==> src/rtl/uart_bus_loader_pkg.sv <==
// Shared types and constants for the UART-driven RAM loader.
// Holds the loader/receiver state enums, protocol bytes and the baud divisor helper.
package uart_bus_loader_pkg;

  typedef enum logic [2:0] {
    SYNC,
    ADDR,
    DATA,
    REQ,
    WR_ADDR,
    WR_DATA,
    DONE
  } state_e;

  typedef enum logic [1:0] {
    RX_IDLE,
    RX_START,
    RX_DATA,
    RX_STOP
  } rx_state_e;

  localparam logic [7:0] SYNC_BYTE_DEFAULT = 8'hA5;
  localparam logic [7:0] ACK_BYTE          = 8'h06;
  localparam logic [7:0] NAK_BYTE          = 8'h15;

  // Clocks per UART bit, truncated toward zero.
  function automatic int calc_div(input int clk_freq, input int baud);
    return clk_freq / baud;
  endfunction

endpackage

==> src/rtl/uart_bus_loader_if.sv <==
// Handshake and drive signals between the loader (master) and the computer's main bus (slave).
interface uart_bus_loader_if;
  logic       bus_clk_rise;
  logic       bus_gnt;
  logic       bus_req;
  logic [7:0] bus_out;
  logic       bus_oe;
  logic       mi;
  logic       ri;

  modport master (
    input  bus_clk_rise, bus_gnt,
    output bus_req, bus_out, bus_oe, mi, ri
  );

  modport slave (
    output bus_clk_rise, bus_gnt,
    input  bus_req, bus_out, bus_oe, mi, ri
  );
endinterface

==> src/rtl/uart_bus_loader_rx_byte.sv <==
// 8N1 UART receiver: two-flop synchroniser, mid-bit sampling, one-clk valid / framing-error pulses.
module uart_rx_byte
  import uart_bus_loader_pkg::*;
#(
  parameter int DIV = 868
) (
  input  logic       clk,
  input  logic       rst_n,
  input  logic       rx,
  output logic       rx_valid,
  output logic [7:0] rx_data,
  output logic       frame_err
);

  localparam int CNT_W = $clog2(DIV + 1);
  localparam logic [CNT_W-1:0] FULL_M1 = CNT_W'(DIV - 1);
  localparam logic [CNT_W-1:0] HALF_M1 = CNT_W'(DIV / 2 - 1);

  logic            sync1_q, sync1_d;
  logic            sync2_q, sync2_d;
  logic            prev_q, prev_d;
  rx_state_e       state_q, state_d;
  logic [CNT_W-1:0] cnt_q, cnt_d;
  logic [2:0]      bit_q, bit_d;
  logic [7:0]      shift_q, shift_d;
  logic            valid_q, valid_d;
  logic [7:0]      data_q, data_d;
  logic            ferr_q, ferr_d;

  always_comb begin
    sync1_d = rx;
    sync2_d = sync1_q;
    prev_d  = sync2_q;
    state_d = state_q;
    cnt_d   = cnt_q;
    bit_d   = bit_q;
    shift_d = shift_q;
    valid_d = 1'b0;
    data_d  = data_q;
    ferr_d  = 1'b0;
    case (state_q)
      RX_IDLE: begin
        if (prev_q && !sync2_q) begin
          state_d = RX_START;
          cnt_d   = HALF_M1;
        end
      end
      RX_START: begin
        if (cnt_q == '0) begin
          // A glitch that has gone high again by mid-bit is not a start bit.
          if (!sync2_q) begin
            state_d = RX_DATA;
            cnt_d   = FULL_M1;
            bit_d   = 3'd0;
          end else begin
            state_d = RX_IDLE;
          end
        end else begin
          cnt_d = cnt_q - 1'b1;
        end
      end
      RX_DATA: begin
        if (cnt_q == '0) begin
          shift_d = {sync2_q, shift_q[7:1]};
          cnt_d   = FULL_M1;
          if (bit_q == 3'd7) begin
            state_d = RX_STOP;
          end else begin
            bit_d = bit_q + 3'd1;
          end
        end else begin
          cnt_d = cnt_q - 1'b1;
        end
      end
      RX_STOP: begin
        if (cnt_q == '0) begin
          state_d = RX_IDLE;
          if (sync2_q) begin
            valid_d = 1'b1;
            data_d  = shift_q;
          end else begin
            ferr_d = 1'b1;
          end
        end else begin
          cnt_d = cnt_q - 1'b1;
        end
      end
      default: state_d = RX_IDLE;
    endcase
  end

  always_ff @(posedge clk or negedge rst_n) begin
    if (!rst_n) begin
      sync1_q <= 1'b1;
      sync2_q <= 1'b1;
      prev_q  <= 1'b1;
      state_q <= RX_IDLE;
      cnt_q   <= '0;
      bit_q   <= 3'd0;
      shift_q <= 8'h00;
      valid_q <= 1'b0;
      data_q  <= 8'h00;
      ferr_q  <= 1'b0;
    end else begin
      sync1_q <= sync1_d;
      sync2_q <= sync2_d;
      prev_q  <= prev_d;
      state_q <= state_d;
      cnt_q   <= cnt_d;
      bit_q   <= bit_d;
      shift_q <= shift_d;
      valid_q <= valid_d;
      data_q  <= data_d;
      ferr_q  <= ferr_d;
    end
  end

  assign rx_valid  = valid_q;
  assign rx_data   = data_q;
  assign frame_err = ferr_q;

endmodule

==> src/rtl/uart_bus_loader.sv <==
// Receives "SYNC addr data" commands over UART and performs MI/RI write cycles on the main bus.
// Optional ACK/NAK transmitter on usb_tx is enabled by defining UART_BUS_LOADER_ACK_EN.
module uart_bus_loader
  import uart_bus_loader_pkg::*;
#(
  parameter int         CLK_FREQ  = 100000000,
  parameter int         BAUD      = 115200,
  parameter int         ADDR_W    = 4,
  parameter logic [7:0] SYNC_BYTE = SYNC_BYTE_DEFAULT
) (
  input  logic       clk,
  input  logic       rst_n,
  input  logic       usb_rx,
  uart_bus_loader_if.master bus,
`ifdef UART_BUS_LOADER_ACK_EN
  output logic       usb_tx,
`endif
  output logic       load_done,
  output logic [7:0] write_count,
  output logic       err
);

  localparam int DIV = calc_div(CLK_FREQ, BAUD);

  logic       rx_valid;
  logic [7:0] rx_data;
  logic       rx_frame_err;

  uart_rx_byte #(.DIV(DIV)) u_rx (
    .clk       (clk),
    .rst_n     (rst_n),
    .rx        (usb_rx),
    .rx_valid  (rx_valid),
    .rx_data   (rx_data),
    .frame_err (rx_frame_err)
  );

  state_e            state_q, state_d;
  logic [ADDR_W-1:0] addr_q, addr_d;
  logic [7:0]        data_q, data_d;
  logic              armed_q, armed_d;
  logic              bus_req_q, bus_req_d;
  logic [7:0]        bus_out_q, bus_out_d;
  logic              bus_oe_q, bus_oe_d;
  logic              mi_q, mi_d;
  logic              ri_q, ri_d;
  logic              load_done_q, load_done_d;
  logic [7:0]        write_count_q, write_count_d;
  logic              err_q, err_d;
  logic              overrun;
  logic              gnt_lost;
  logic              in_wr;

  always_comb begin
    state_d  = state_q;
    addr_d   = addr_q;
    data_d   = data_q;
    overrun  = 1'b0;
    gnt_lost = 1'b0;
    case (state_q)
      SYNC: if (rx_valid && rx_data == SYNC_BYTE) state_d = ADDR;
      ADDR: begin
        if (rx_valid) begin
          addr_d  = rx_data[ADDR_W-1:0];
          state_d = DATA;
        end
      end
      DATA: begin
        if (rx_valid) begin
          data_d  = rx_data;
          state_d = REQ;
        end
      end
      REQ: begin
        overrun = rx_valid;
        if (bus.bus_gnt) state_d = WR_ADDR;
      end
      WR_ADDR: begin
        overrun = rx_valid;
        if (!bus.bus_gnt) begin
          gnt_lost = 1'b1;
          state_d  = SYNC;
        end else if (bus.bus_clk_rise && armed_q) begin
          state_d = WR_DATA;
        end
      end
      WR_DATA: begin
        overrun = rx_valid;
        if (!bus.bus_gnt) begin
          gnt_lost = 1'b1;
          state_d  = SYNC;
        end else if (bus.bus_clk_rise && armed_q) begin
          state_d = DONE;
        end
      end
      DONE: begin
        overrun = rx_valid;
        state_d = SYNC;
      end
      default: state_d = SYNC;
    endcase

    // A bad frame while collecting a command abandons it; a write already under way carries on.
    if (rx_frame_err && (state_q == SYNC || state_q == ADDR || state_q == DATA)) begin
      state_d = SYNC;
    end

    in_wr = (state_q == WR_ADDR) || (state_q == WR_DATA);

    // The first clk in each write state ignores bus_clk_rise so the registered strobe is
    // already up before the edge that is allowed to complete the phase.
    armed_d = in_wr && (state_d == state_q);

    bus_req_d     = (state_q == REQ) || (in_wr && !gnt_lost);
    bus_oe_d      = in_wr && bus.bus_gnt;
    mi_d          = (state_q == WR_ADDR) && bus.bus_gnt;
    ri_d          = (state_q == WR_DATA) && bus.bus_gnt;
    bus_out_d     = mi_d ? 8'(addr_q) : (ri_d ? data_q : 8'h00);
    load_done_d   = (state_q == DONE);
    write_count_d = (state_q == DONE) ? write_count_q + 8'd1 : write_count_q;
    err_d         = err_q | rx_frame_err | overrun | gnt_lost;
  end

  always_ff @(posedge clk or negedge rst_n) begin
    if (!rst_n) begin
      state_q       <= SYNC;
      addr_q        <= '0;
      data_q        <= 8'h00;
      armed_q       <= 1'b0;
      bus_req_q     <= 1'b0;
      bus_out_q     <= 8'h00;
      bus_oe_q      <= 1'b0;
      mi_q          <= 1'b0;
      ri_q          <= 1'b0;
      load_done_q   <= 1'b0;
      write_count_q <= 8'h00;
      err_q         <= 1'b0;
    end else begin
      state_q       <= state_d;
      addr_q        <= addr_d;
      data_q        <= data_d;
      armed_q       <= armed_d;
      bus_req_q     <= bus_req_d;
      bus_out_q     <= bus_out_d;
      bus_oe_q      <= bus_oe_d;
      mi_q          <= mi_d;
      ri_q          <= ri_d;
      load_done_q   <= load_done_d;
      write_count_q <= write_count_d;
      err_q         <= err_d;
    end
  end

  assign bus.bus_req  = bus_req_q;
  assign bus.bus_out  = bus_out_q;
  assign bus.bus_oe   = bus_oe_q;
  assign bus.mi       = mi_q;
  assign bus.ri       = ri_q;
  assign load_done    = load_done_q;
  assign write_count  = write_count_q;
  assign err          = err_q;

`ifdef UART_BUS_LOADER_ACK_EN
  localparam int TX_CNT_W = $clog2(DIV + 1);
  localparam logic [TX_CNT_W-1:0] TX_FULL_M1 = TX_CNT_W'(DIV - 1);

  logic                tx_busy_q, tx_busy_d;
  logic [9:0]          tx_shift_q, tx_shift_d;
  logic [3:0]          tx_bits_q, tx_bits_d;
  logic [TX_CNT_W-1:0] tx_cnt_q, tx_cnt_d;
  logic                pend_valid_q, pend_valid_d;
  logic [7:0]          pend_byte_q, pend_byte_d;
  logic                usb_tx_q, usb_tx_d;
  logic                tx_req;
  logic [7:0]          tx_byte;
  logic [7:0]          launch_byte;

  always_comb begin
    tx_req      = 1'b0;
    tx_byte     = ACK_BYTE;
    launch_byte = ACK_BYTE;
    if (rx_frame_err || overrun || gnt_lost) begin
      tx_req  = 1'b1;
      tx_byte = NAK_BYTE;
    end else if (state_q == DONE) begin
      tx_req  = 1'b1;
      tx_byte = ACK_BYTE;
    end

    tx_busy_d    = tx_busy_q;
    tx_shift_d   = tx_shift_q;
    tx_bits_d    = tx_bits_q;
    tx_cnt_d     = tx_cnt_q;
    pend_valid_d = pend_valid_q;
    pend_byte_d  = pend_byte_q;
    usb_tx_d     = usb_tx_q;

    if (tx_busy_q) begin
      if (tx_cnt_q == '0) begin
        if (tx_bits_q == 4'd0) begin
          tx_busy_d = 1'b0;
        end else begin
          tx_shift_d = {1'b1, tx_shift_q[9:1]};
          tx_bits_d  = tx_bits_q - 4'd1;
          tx_cnt_d   = TX_FULL_M1;
          usb_tx_d   = tx_shift_q[1];
        end
      end else begin
        tx_cnt_d = tx_cnt_q - 1'b1;
      end
    end

    // The pending slot drains first; a request arriving with both busy and slot full is lost.
    if (!tx_busy_q && (pend_valid_q || tx_req)) begin
      launch_byte = pend_valid_q ? pend_byte_q : tx_byte;
      tx_shift_d  = {1'b1, launch_byte, 1'b0};
      tx_bits_d   = 4'd9;
      tx_cnt_d    = TX_FULL_M1;
      tx_busy_d   = 1'b1;
      usb_tx_d    = 1'b0;
      if (pend_valid_q) begin
        pend_valid_d = tx_req;
        pend_byte_d  = tx_req ? tx_byte : pend_byte_q;
      end
    end else if (tx_req && !pend_valid_q) begin
      pend_valid_d = 1'b1;
      pend_byte_d  = tx_byte;
    end
  end

  always_ff @(posedge clk or negedge rst_n) begin
    if (!rst_n) begin
      tx_busy_q    <= 1'b0;
      tx_shift_q   <= 10'h3FF;
      tx_bits_q    <= 4'd0;
      tx_cnt_q     <= '0;
      pend_valid_q <= 1'b0;
      pend_byte_q  <= 8'h00;
      usb_tx_q     <= 1'b1;
    end else begin
      tx_busy_q    <= tx_busy_d;
      tx_shift_q   <= tx_shift_d;
      tx_bits_q    <= tx_bits_d;
      tx_cnt_q     <= tx_cnt_d;
      pend_valid_q <= pend_valid_d;
      pend_byte_q  <= pend_byte_d;
      usb_tx_q     <= usb_tx_d;
    end
  end

  assign usb_tx = usb_tx_q;
`endif

endmodule

==> src/flat_wrapper.sv <==
// flat-port wrapper written by rule: the top's interface ports become plain ports
module uart_bus_loader_flat import uart_bus_loader_pkg::*;
#(
  parameter int         CLK_FREQ  = 100000000,
  parameter int         BAUD      = 115200,
  parameter int         ADDR_W    = 4,
  parameter logic [7:0] SYNC_BYTE = SYNC_BYTE_DEFAULT
)
  (clk, rst_n, usb_rx, load_done, write_count, err, bus_bus_clk_rise, bus_bus_gnt, bus_bus_req, bus_bus_out, bus_bus_oe, bus_mi, bus_ri);
  uart_bus_loader_if bus_i ();
  input  logic clk;
  input  logic rst_n;
  input  logic usb_rx;
  output logic load_done;
  output logic [7:0] write_count;
  output logic err;
  input wire logic [$bits(bus_i.bus_clk_rise)-1:0] bus_bus_clk_rise;
  input wire logic [$bits(bus_i.bus_gnt)-1:0] bus_bus_gnt;
  output wire logic [$bits(bus_i.bus_req)-1:0] bus_bus_req;
  output wire logic [$bits(bus_i.bus_out)-1:0] bus_bus_out;
  output wire logic [$bits(bus_i.bus_oe)-1:0] bus_bus_oe;
  output wire logic [$bits(bus_i.mi)-1:0] bus_mi;
  output wire logic [$bits(bus_i.ri)-1:0] bus_ri;
  assign bus_i.bus_clk_rise = bus_bus_clk_rise;
  assign bus_i.bus_gnt = bus_bus_gnt;
  assign bus_bus_req = bus_i.bus_req;
  assign bus_bus_out = bus_i.bus_out;
  assign bus_bus_oe = bus_i.bus_oe;
  assign bus_mi = bus_i.mi;
  assign bus_ri = bus_i.ri;
  uart_bus_loader #(.CLK_FREQ(CLK_FREQ), .BAUD(BAUD), .ADDR_W(ADDR_W), .SYNC_BYTE(SYNC_BYTE)) u_core (.clk(clk), .rst_n(rst_n), .usb_rx(usb_rx), .bus(bus_i), .load_done(load_done), .write_count(write_count), .err(err));
endmodule
==> config.mk <==
export PLATFORM = sky130hd
export DESIGN_NAME = uart_bus_loader_flat
export DESIGN_NICKNAME = d
export VERILOG_FILES = /design/src/rtl/uart_bus_loader_pkg.sv /design/src/rtl/uart_bus_loader_if.sv /design/src/rtl/uart_bus_loader_rx_byte.sv /design/src/rtl/uart_bus_loader.sv /design/src/flat_wrapper.sv
export SDC_FILE = /design/constraint.sdc
export NUM_CORES = 1
export LEC_CHECK = 0
export CORE_MARGIN = 10
export CORE_UTILIZATION = 58
export DETAILED_ROUTE_END_ITERATION = 12
export GPL_ROUTABILITY_DRIVEN = 0
export PLACE_DENSITY = 0.79
export SETUP_SLACK_MARGIN = 0.3
export SLEW_MARGIN = 20
export SYNTH_ARGS = -nofsm -noshare
export SYNTH_HDL_FRONTEND = slang
export SYNTH_SLANG_ARGS = --single-unit
==> constraint.sdc <==
create_clock -name clk -period 3 [get_ports clk]
set_input_delay 0.45 -clock clk [delete_from_list [all_inputs] [get_ports clk]]
set_output_delay 0.45 -clock clk [all_outputs]
set_load 0.02 [all_outputs]
==> out/qor.yml, run 1 <==
final.setup_skew_ps: 5.53
setup_viol: 0
synth_cell_type_count: 62
synthesis.area_per_instance_sq_um: 11.6
drt-pass1-iter-count: 4
clock_path_buffers: 2
finalNetCount: 340
fillerInstances: 426
yosysSeqAreaShare_pct: 53.7
transition_time_at_the_pin_with_the_least_slew_margin_ps: 690
vias: 2420
sum_of_negative_setup_slack_ps: 0
clk_pin_slew_worst_paths_ps: 80
cts_tree: "yes"
num_antenna_cells: 0
max_freq_ghz: 0.438
synth-edff-count: 0
synthCells: 297
syn_to_final_growth_pct: 14.5
finalCritPeriodShare_pct: 76.1
floorplan.io_pins: 27
cts_root_buf: "clkbuf_8"
maxSlewViolCount: 0
cts.repair_timing.setup_buffer_count: 0
timing.reg2reg.worst_path_depth: 6
multi_input_area_sq_mm: 0.00149
rsz0062_at_grt: "no"
reg2reg_setup_slack_ps: 720
synth-compound-area-share_pct: 11.6
holdBufCountCts: 0
post_synth_main_area_contributors: "dfrtp_1 51%, mux2_2 6.5%, mux2_4 3.5%"
max-cap-violations: 0
routed_wire_length_per_instance_um: 16.4
ir_worst_vdd_mv: 0.566
synth-simple-area-share_pct: 14.9
worst-path-max-fanout: 9
number_of_core_rows: 28
total_detailed_routing_wirelength_mm: 6.67
post_synth_mux_area_share_pct: 11.4
die_y_um: 97.2
asyncSetResetFlopFracSynth_pct: 100
drtAntennaViolNets: 0
detail_route.vias_per_cell: 5.96
design.die.area_sq_mm: 0.00944
final_layout_size_suffix_gt1_share_pct: 19.0
power_density_mw_per_mm2: 736
initial_core_util_pct: 59.0
global_route_wire_length_before_repair_mm: 11.6
cts_buffers: 9
synth_top_cell_area_share_pct: 51.4
vias_in_the_first_global_route: 2343
netlist_area_sq_mm: 0.00345
worst_ep_arrival_time_ps: 2520
yosys.area.top_type: "dfrtp_1"
worst_setup_path_end_kind: "flop"
clk-insertion-delay-late_ps: 350
post_cts_resized: 0
r2r-end: "u_core.u_rx.rx_data[4]"
post_synth_xor_area_fraction_pct: 2.03
grt_antenna_before_repair: 0
detail_route.drc_violations: 0
outcome: "finished clean"
ys_seq_elements: 74
clock-sinks: 74
final-seq-area_sq_mm: 0.00186
die_width_um: 97.2
port_buffers: 26
drt_iter0_drc: 188
yosys-top-cells-count: "71 x dfrtp_1, 24 x nor2_1, 20 x mux2_2, 19 x nand2_1, 11 x inv_1"
final_period_minus_worst_setup_slack_ps: 2280
syn-num-nets: 311
final.hold.worst_slack_ps: 75.2
worst_setup_path_start_kind: "flop"
largest_family_of_logic_cells_by_synthesized_area: "simple AND/OR/NAND/NOR gates"
grt.total_usage_pct: 14.7
floorplan.core_area_sq_mm: 0.00585
hold_viol: 0
ctsHtreeMaxLevel: 3
grt_start_max_net_pins: 29
ys.flop_type: "dfrtp_1"
critical_path_required_ps: 3240
post_synth_fa_ha_maj_area_fraction_pct: 3.26
yosys_warnings: 0
hpwl_mm: 4.67
worst_slew_margin_rel_pct: 54.0
overflow: 0
hp-class: "in -> async"
path_class: "reg -> reg"
synth.most_common_cell: "dfrtp_1"
timing.rr.start: "u_core.u_rx.cnt_q[0]"
leakage_nw: 1.83
## worst max path at each step
stage | from | end | depth (start not counted)
after detailed placement | u_core.u_rx.cnt_q[0] | u_core.u_rx.rx_data[2] | 6
after CTS | u_core.u_rx.cnt_q[0] | u_core.u_rx.rx_data[2] | 6
after global placement | u_core.u_rx.cnt_q[0] | u_core.u_rx.rx_data[4] | 6
final | u_core.u_rx.cnt_q[0] | u_core.u_rx.rx_data[4] | 6
after floorplan | u_core.u_rx.cnt_q[0] | u_core.u_rx.rx_data[0] | 7
after global routing | u_core.u_rx.cnt_q[0] | u_core.u_rx.rx_data[1] | 6
## sequential cells by signal (all words and copies together) (netlist names), named ones only
signal,flops
u_core.bus.bus_oe,1
u_core.load_done,1
u_core.bus.ri,1
u_core.addr_q,4
u_core.data_q,8
u_core.u_rx.shift_q,8
u_core.bus.bus_out,8
u_core.bus.bus_req,1
u_core.bus.mi,1
u_core.err,1
u_core.u_rx.rx_data,8
u_core.u_rx.prev_d,1
u_core.u_rx.frame_err,1
u_core.armed_q,1
u_core.u_rx.prev_q,1
u_core.u_rx.rx_valid,1
u_core.u_rx.sync1_q,1
u_core.u_rx.state_q,1
u_core.state_q,3
u_core.u_rx.bit_q,3
u_core.u_rx.cnt_q,10
u_core.write_count,8
## power breakdown
part	switching [mW]	internal, mW	leakage [nW]
Sequential	0.135	1.09	0.998
Combinational	0.577	0.382	0.752
Clock	0.412	0.313	0.0844
Total	1.12	1.78	1.83
## cell families (layout without fill, tap and decap cells)
| family | Yosys count | after routing |
|---|---|---|
| buffers and inverters | 23 | 57 |
| AOI/OAI and AO/OA | 56 | 56 |
| adders and majority gates | 9 | 9 |
| DFF | 74 | 74 |
| xor gates and xnor gates | 8 | 8 |
| and+or+nand+nor | 94 | 94 |
| muxes | 33 | 33 |
## critical path, cell delays in order, from the launching register on
cell and delay (ps):
dfrtp_1 440, inv_1 80, ha_1 190, or4b_4 510, nor3_4 300, and3_4 330
mux2_4 310
## layout by cell type (no fill, tap or decap), drive strengths merged, types with 4 or more instances in the layout
cell type / Yosys / routed
a21oi: 10 / 10
a22o: 5 / 5
a31oi: 4 / 4
and3: 5 / 5
buf: 4 / 5
clkbuf: 8 / 9
clkdlybuf4s50: 0 / 25
dfrtp: 71 / 71
ha: 9 / 9
inv: 11 / 14
mux2: 28 / 28
mux2i: 5 / 5
nand2: 20 / 20
nand2b: 5 / 5
nand3: 8 / 8
nor2: 24 / 24
nor3: 11 / 11
o211ai: 4 / 4
o21ai: 7 / 7
xnor2: 5 / 5
## metal layers
| metal | vias up | share of wire [%] | global-route usage, % | wire, um |
|---|---|---|---|---|
| met5 | - | 0 | 0 | 0 |
| met4 | 0 | 2.5 | 6.92 | 169 |
| met3 | 20 | 5.7 | 3.63 | 381 |
| met2 | 80 | 48 | 22.7 | 3220 |
| met1 | 1183 | 43 | 18.7 | 2900 |
| li1 | 1137 | - | - | - |
## through the flow
step / instances / setup slack, ps / total power [mW] / util, % / instance area [sq um]
floorplan: 297 / 846 / 1.95 / - / 3450
global placement: 390 / 788 / 2.16 / 64.4 / 3770
detailed placement: 390 / 739 / 2.17 / 64.4 / 3770
CTS: 406 / 729 / 2.90 / 67.6 / 3950
global route: 406 / 630 / 3.10 / 67.6 / 3950
finish: 406 / 716 / 2.91 / 67.6 / 3950
## final cells by class
| type | count | share of cell area (%) |
|---|---|---|
| Tap cell | 75 | 2.37 |
| Inverter | 11 | 1.04 |
| Sequential cell | 74 | 46.9 |
| Clock inverter | 7 | 1.52 |
| Clock buffer | 9 | 3.13 |
| Multi-Input combinational cell | 200 | 37.8 |
| Timing Repair Buffer | 30 | 7.22 |
Note: power is estimated with default switching activity, not from simulation.
==> inputs of run 2 (changes only) <==
==> constraint.sdc (replaced) <==
create_clock -name clk -period 2.25 [get_ports clk]
set_input_delay 0.3375 -clock clk [delete_from_list [all_inputs] [get_ports clk]]
set_output_delay 0.3375 -clock clk [all_outputs]
set_load 0.02 [all_outputs]
==> out/qor.yml, run 2 (synthesized netlist as in run 1, its figures left out) <==
outcome: "finished clean"
detail_route.drc_violations: 0
transition_time_at_the_pin_with_the_least_slew_margin_ps: 628
number_of_core_rows: 28
total_detailed_routing_wirelength_mm: 6.93
timing.reg2reg.worst_path_depth: 6
overflow: 0
final.setup_skew_ps: 11.6
final_period_minus_worst_setup_slack_ps: 2040
num_antenna_cells: 0
clk-insertion-delay-late_ps: 350
met2_wirelength_mm: 3.28
leakage_nw: 1.94
report.power.total_mw: 4.15
port_buffers: 26
ir_worst_vdd_mv: 0.641
clock_path_buffers: 2
clock-sinks: 74
power_density_mw_per_mm2: 1000
reg2reg_setup_slack_ps: 210
initial_core_util_pct: 59.0
worst_setup_path_end_kind: "flop"
final_layout_size_suffix_gt1_share_pct: 24.1
max_freq_ghz: 0.490
largest_register_ffs: 10
vias_in_the_first_global_route: 2415
worst_setup_path_start_kind: "flop"
grt_antenna_before_repair: 0
clk_pin_slew_worst_paths_ps: 90
mostFrequentLayoutCells: "71 x dfrtp_1, 25 x clkdlybuf4s50_1, 24 x nor2_1"
grt.total_usage_pct: 15.0
hp-class: "in -> async"
routed_wire_length_per_instance_um: 16.5
finalNetCount: 354
drtAntennaViolNets: 0
cts_tree: "yes"
fillerInstances: 382
rsz0062_at_grt: "yes"
cts_buffers: 9
mostFrequentLayoutCell: "dfrtp_1"
maxSlewViolCount: 0
grt_start_max_net_pins: 27
worst-path-max-fanout: 3
finalCritPeriodShare_pct: 90.7
worst_ep_arrival_time_ps: 2270
setup_viol: 0
met1_length_mm: 3.01
path_class: "reg -> reg"
vias: 2505
hold_viol: 0
routed.top_layer: "met4"
final_cell_area_sq_mm: 0.00414
ctsHtreeMaxLevel: 3
drt_iter0_drc: 152
die_width_um: 97.2
placement_stage_cell_area_sq_mm: 0.00386
r2r-end: "u_core.u_rx.cnt_q[7]"
max-cap-violations: 0
worst_slew_margin_rel_pct: 58.2
critical_path_required_ps: 2480
die_y_um: 97.2
syn_to_final_growth_pct: 19.9
cts_root_buf: "clkbuf_8"
design.die.area_sq_mm: 0.00944
met3WireLength_um: 527
global_route_wire_length_before_repair_mm: 11.9
floorplan.io_pins: 27
hpwl_mm: 4.79
final.hold.worst_slack_ps: 4.81
regMostFlops: "u_core.u_rx.cnt_q"
floorplan.core_area_sq_mm: 0.00585
timing.rr.start: "u_core.u_rx.cnt_q[0]"
sum_of_negative_setup_slack_ps: 0
detail_route.vias_per_cell: 5.96
drt-pass1-iter-count: 4
-- run 2: cell types whose count changed in the layout (fill, tap and decap cells not counted), moves of 2 or more --
| cell | change |
|---|---|
| buf_4 | +11 |
| ha_1 | -2 |
| ha_2 | +2 |
| buf_12 | +2 |
-- run 2: repair_timing --
action	CTS	global route
endpoints found under the setup margin	24	31
hold buffers	0	0
setup buffers	3	1
gates resized for setup	4	4
pin swaps	4	1
gates cloned	1	0
-- run 2: per-stage QoR --
stage | util (%) | setup slack [ps] | std cells
global route | 70.8 | 134 | 420
floorplan | - | 116 | 297
CTS | 70.3 | 218 | 419
detailed placement | 66.0 | 153 | 399
finish | 70.8 | 209 | 420
global placement | 66.0 | 204 | 399
-- run 2: layout make-up --
cell class	instances	area (sq um)	area share [%]
inverters	11	41.3	0.997
repair buffers	43	408	9.85
clock buffers	9	124	2.99
flip-flops and latches	74	1860	44.8
multi-input cells	201	1540	37.1
well taps	75	93.8	2.27
clock inverters	7	82.6	1.99
-- run 2: worst max-delay path, cell delays in order, from the launching register on --
cell      delay [ps]
dfrtp_1          400
inv_1             70
ha_2             180
or4b_4           500
or4_4            500
a211oi_2         190
o22ai_1           90
-- run 2: report_power, final --
part	switching (mW)	internal, mW	total, mW
Combinational	0.845	0.616	1.46
Clock	0.543	0.531	1.07
Sequential	0.163	1.45	1.62
-- run 2: metal layers --
| layer | vias to the layer above | GRT usage (%) |
|---|---|---|
| li1 | 1168 | - |
| met1 | 1221 | 18.1 |
| met2 | 104 | 23.9 |
| met3 | 12 | 4.98 |
| met4 | 0 | 5.90 |
| met5 | - | 0 |
-- run 2: worst max-delay path by stage --
| stage | start | to | slack, ps | cells after the start |
|---|---|---|---|---|
| final | u_core.u_rx.cnt_q[0] | u_core.u_rx.cnt_q[7] | 210 | 6 |
| after global routing | u_core.u_rx.cnt_q[0] | u_core.u_rx.rx_data[0] | 130 | 6 |
| after CTS | u_core.u_rx.cnt_q[0] | u_core.u_rx.cnt_q[7] | 220 | 6 |
| after detailed placement | u_core.u_rx.cnt_q[1] | u_core.u_rx.rx_data[1] | 150 | 6 |
| after global placement | u_core.u_rx.state_q[0] | u_core.u_rx.cnt_q[6] | 200 | 5 |
| after floorplan | u_core.u_rx.cnt_q[0] | u_core.u_rx.rx_data[0] | 120 | 7 |
==> inputs of run 3 (changes only) <==
--- a/config.mk
+++ b/config.mk
@@ -6,8 +6,9 @@
 export NUM_CORES = 1
 export LEC_CHECK = 0
 export CORE_MARGIN = 10
-export CORE_UTILIZATION = 58
+export CORE_UTILIZATION = 63
 export DETAILED_ROUTE_END_ITERATION = 12
+export DONT_BUFFER_PORTS = 1
 export GPL_ROUTABILITY_DRIVEN = 0
 export PLACE_DENSITY = 0.79
 export SETUP_SLACK_MARGIN = 0.3
==> out/qor.yml, run 3 (synthesized netlist as in run 1, its figures left out) <==
sum_of_negative_setup_slack_ps: 0
mostFrequentLayoutCells: "71 x dfrtp_1, 23 x nor2_1, 20 x mux2_2, 20 x buf_4, 18 x nand2_1"
power_density_mw_per_mm2: 1070
rsz0062_at_grt: "yes"
cts_tree: "yes"
place_inst: 366
detail_route.vias_per_cell: 6.26
netSwitchingPower_mw: 1.56
mostFrequentLayoutCell: "dfrtp_1"
outcome: "complete, but fails checks"
overflow: 0
syn_to_final_growth_pct: 12.9
finalCritPeriodShare_pct: 91.8
holdBufCountCts: 1
design.die.area_sq_mm: 0.00884
max-cap-violations: 0
finalWorstSetupSlack_ps: 185
final.setup_skew_ps: 9.35
largest_register_ffs: 10
finalNetCount: 333
max_freq_ghz: 0.484
final_layout_size_suffix_gt1_share_pct: 27.8
num_antenna_cells: 0
p_clk_share_pct: 24.6
hp-class: "in -> async"
vias_in_the_first_global_route: 2431
hpwl_mm: 4.77
power.internal_mw: 2.62
number_of_core_rows: 26
port_buffers: 0
global_route_wire_length_before_repair_mm: 12.0
cts_root_buf: "clkbuf_8"
clock_path_buffers: 2
worst-path-max-fanout: 3
critical_path_required_ps: 2470
worst_path_max_delay_cell: "or4b_4"
floorplan.io_pins: 27
ir_worst_vdd_mv: 0.802
grt.total_usage_pct: 17.1
netSwitchingFraction_pct: 37.3
worstPathCellList: "inv_1, ha_2, or4b_4, or4_4, a211oi_2, o22ai_1"
worst_setup_path_end_kind: "flop"
regMostFlops: "u_core.u_rx.cnt_q"
drt_iter0_drc: 109
ctsHtreeMaxLevel: 3
detail_route.drc_violations: 0
worst_setup_path_start_kind: "flop"
clk_pin_slew_worst_paths_ps: 80
maxSlewViolCount: 0
final.hold.worst_slack_ps: -326
initial_core_util_pct: 66.3
grt_antenna_before_repair: 0
worst_ep_arrival_time_ps: 2290
setup_viol: 0
hold_viol: 74
grt_start_max_net_pins: 75
transition_time_at_the_pin_with_the_least_slew_margin_ps: 453
total_detailed_routing_wirelength_mm: 7.36
instances_no_fill: 394
reg2reg_setup_slack_ps: 190
pwr-share-comb_pct: 36.9
path_class: "reg -> reg"
place_worst_setup_slack_ps: 119
die_width_um: 94.0
clk-insertion-delay-late_ps: 350
routed_wire_length_per_instance_um: 18.7
p_seq_share_pct: 38.5
die_y_um: 94.0
worst_slew_margin_rel_pct: 69.7
drtAntennaViolNets: 0
cpPeakStageDelay_ps: 490
leakage_nw: 1.86
clock-sinks: 74
cts_buffers: 9
violated_checks: "negative hold slack"
final_period_minus_worst_setup_slack_ps: 2060
drt-pass1-iter-count: 5
vias: 2465
floorplan.core_area_sq_mm: 0.00520
-- run 3: changes by cell type in the layout (fill, tap and decap cells not counted), moves of 2 or more --
cell,previous run,this run
clkdlybuf4s50_1,25,0
buf_4,15,20
buf_12,2,0
clkinv_2,0,2
inv_6,3,1
-- run 3: worst paths after layout --
path	start	end	cells past startpoint
setup / recovery	u_core.u_rx.cnt_q[0]	u_core.u_rx.cnt_q[7]	6
hold / removal	rst_n	u_core.write_count[7]	0
setup reg to reg	u_core.u_rx.cnt_q[0]	u_core.u_rx.cnt_q[7]	6
hold reg to reg	u_core.u_rx.sync1_q	u_core.u_rx.prev_d	0
max in group asynchronous	rst_n	u_core.u_rx.prev_d	0
min in group clk	bus_bus_clk_rise	u_core.armed_q	1
-- run 3: area by class of cell --
cell class | instances | area [sq um]
Timing Repair Buffer | 22 | 171
Tap cell | 70 | 87.6
Clock buffer | 10 | 128
Multi-Input combinational cell | 201 | 1550
Fill cell | 326 | 1310
Sequential cell | 74 | 1860
Clock inverter | 6 | 65.1
Inverter | 11 | 41.3
-- run 3: power by group through the flow --
stage / Clock, mW / Sequential [mW] / Combinational (mW)
4_1_cts: 1.04 / 1.60 / 1.41
3_3_place_gp: 0 / 1.63 / 1.28
3_5_place_dp: 0 / 1.63 / 1.31
2_1_floorplan: 0 / 1.59 / 1.02
5_1_grt: 1.09 / 1.62 / 1.69
6_report: 1.03 / 1.61 / 1.54
-- run 3: per-stage QoR --
stage | total power, mW | hold WS (ps) | util (%) | area (sq um)
after floorplan | 2.61 | 41.9 | - | 3460
after global placement | 2.91 | 44.0 | 68.4 | 3560
after detailed placement | 2.94 | 44.1 | 68.4 | 3560
after CTS | 4.05 | -335 | 74.0 | 3850
after global routing | 4.40 | -342 | 74.9 | 3900
final | 4.18 | -326 | 74.9 | 3900
-- run 3: layer usage --
metal,GRT usage [%],wire length [um],vias to the layer above
met5,0,0,-
met4,7.59,141,0
met3,4.64,527,16
met2,27.6,3610,106
met1,21.0,3080,1214
li1,-,-,1129
-- run 3: critical path: cells and delay by family, from the launching register on --
kind | cells | cell delay [ps]
compound gates | 2 | 330
fa+ha+maj | 1 | 170
buf+inv | 1 | 60
simple gates | 2 | 980
flops | 1 | 390
-- run 3: what timing repair did --
action / in CTS / in global routing
gates cloned: 1 / 0
setup buffers: 8 / 2
pin swaps: 5 / 3
setup endpoints to repair: 28 / 31
resized for setup: 6 / 9
hold endpoints to repair: 75 / 74
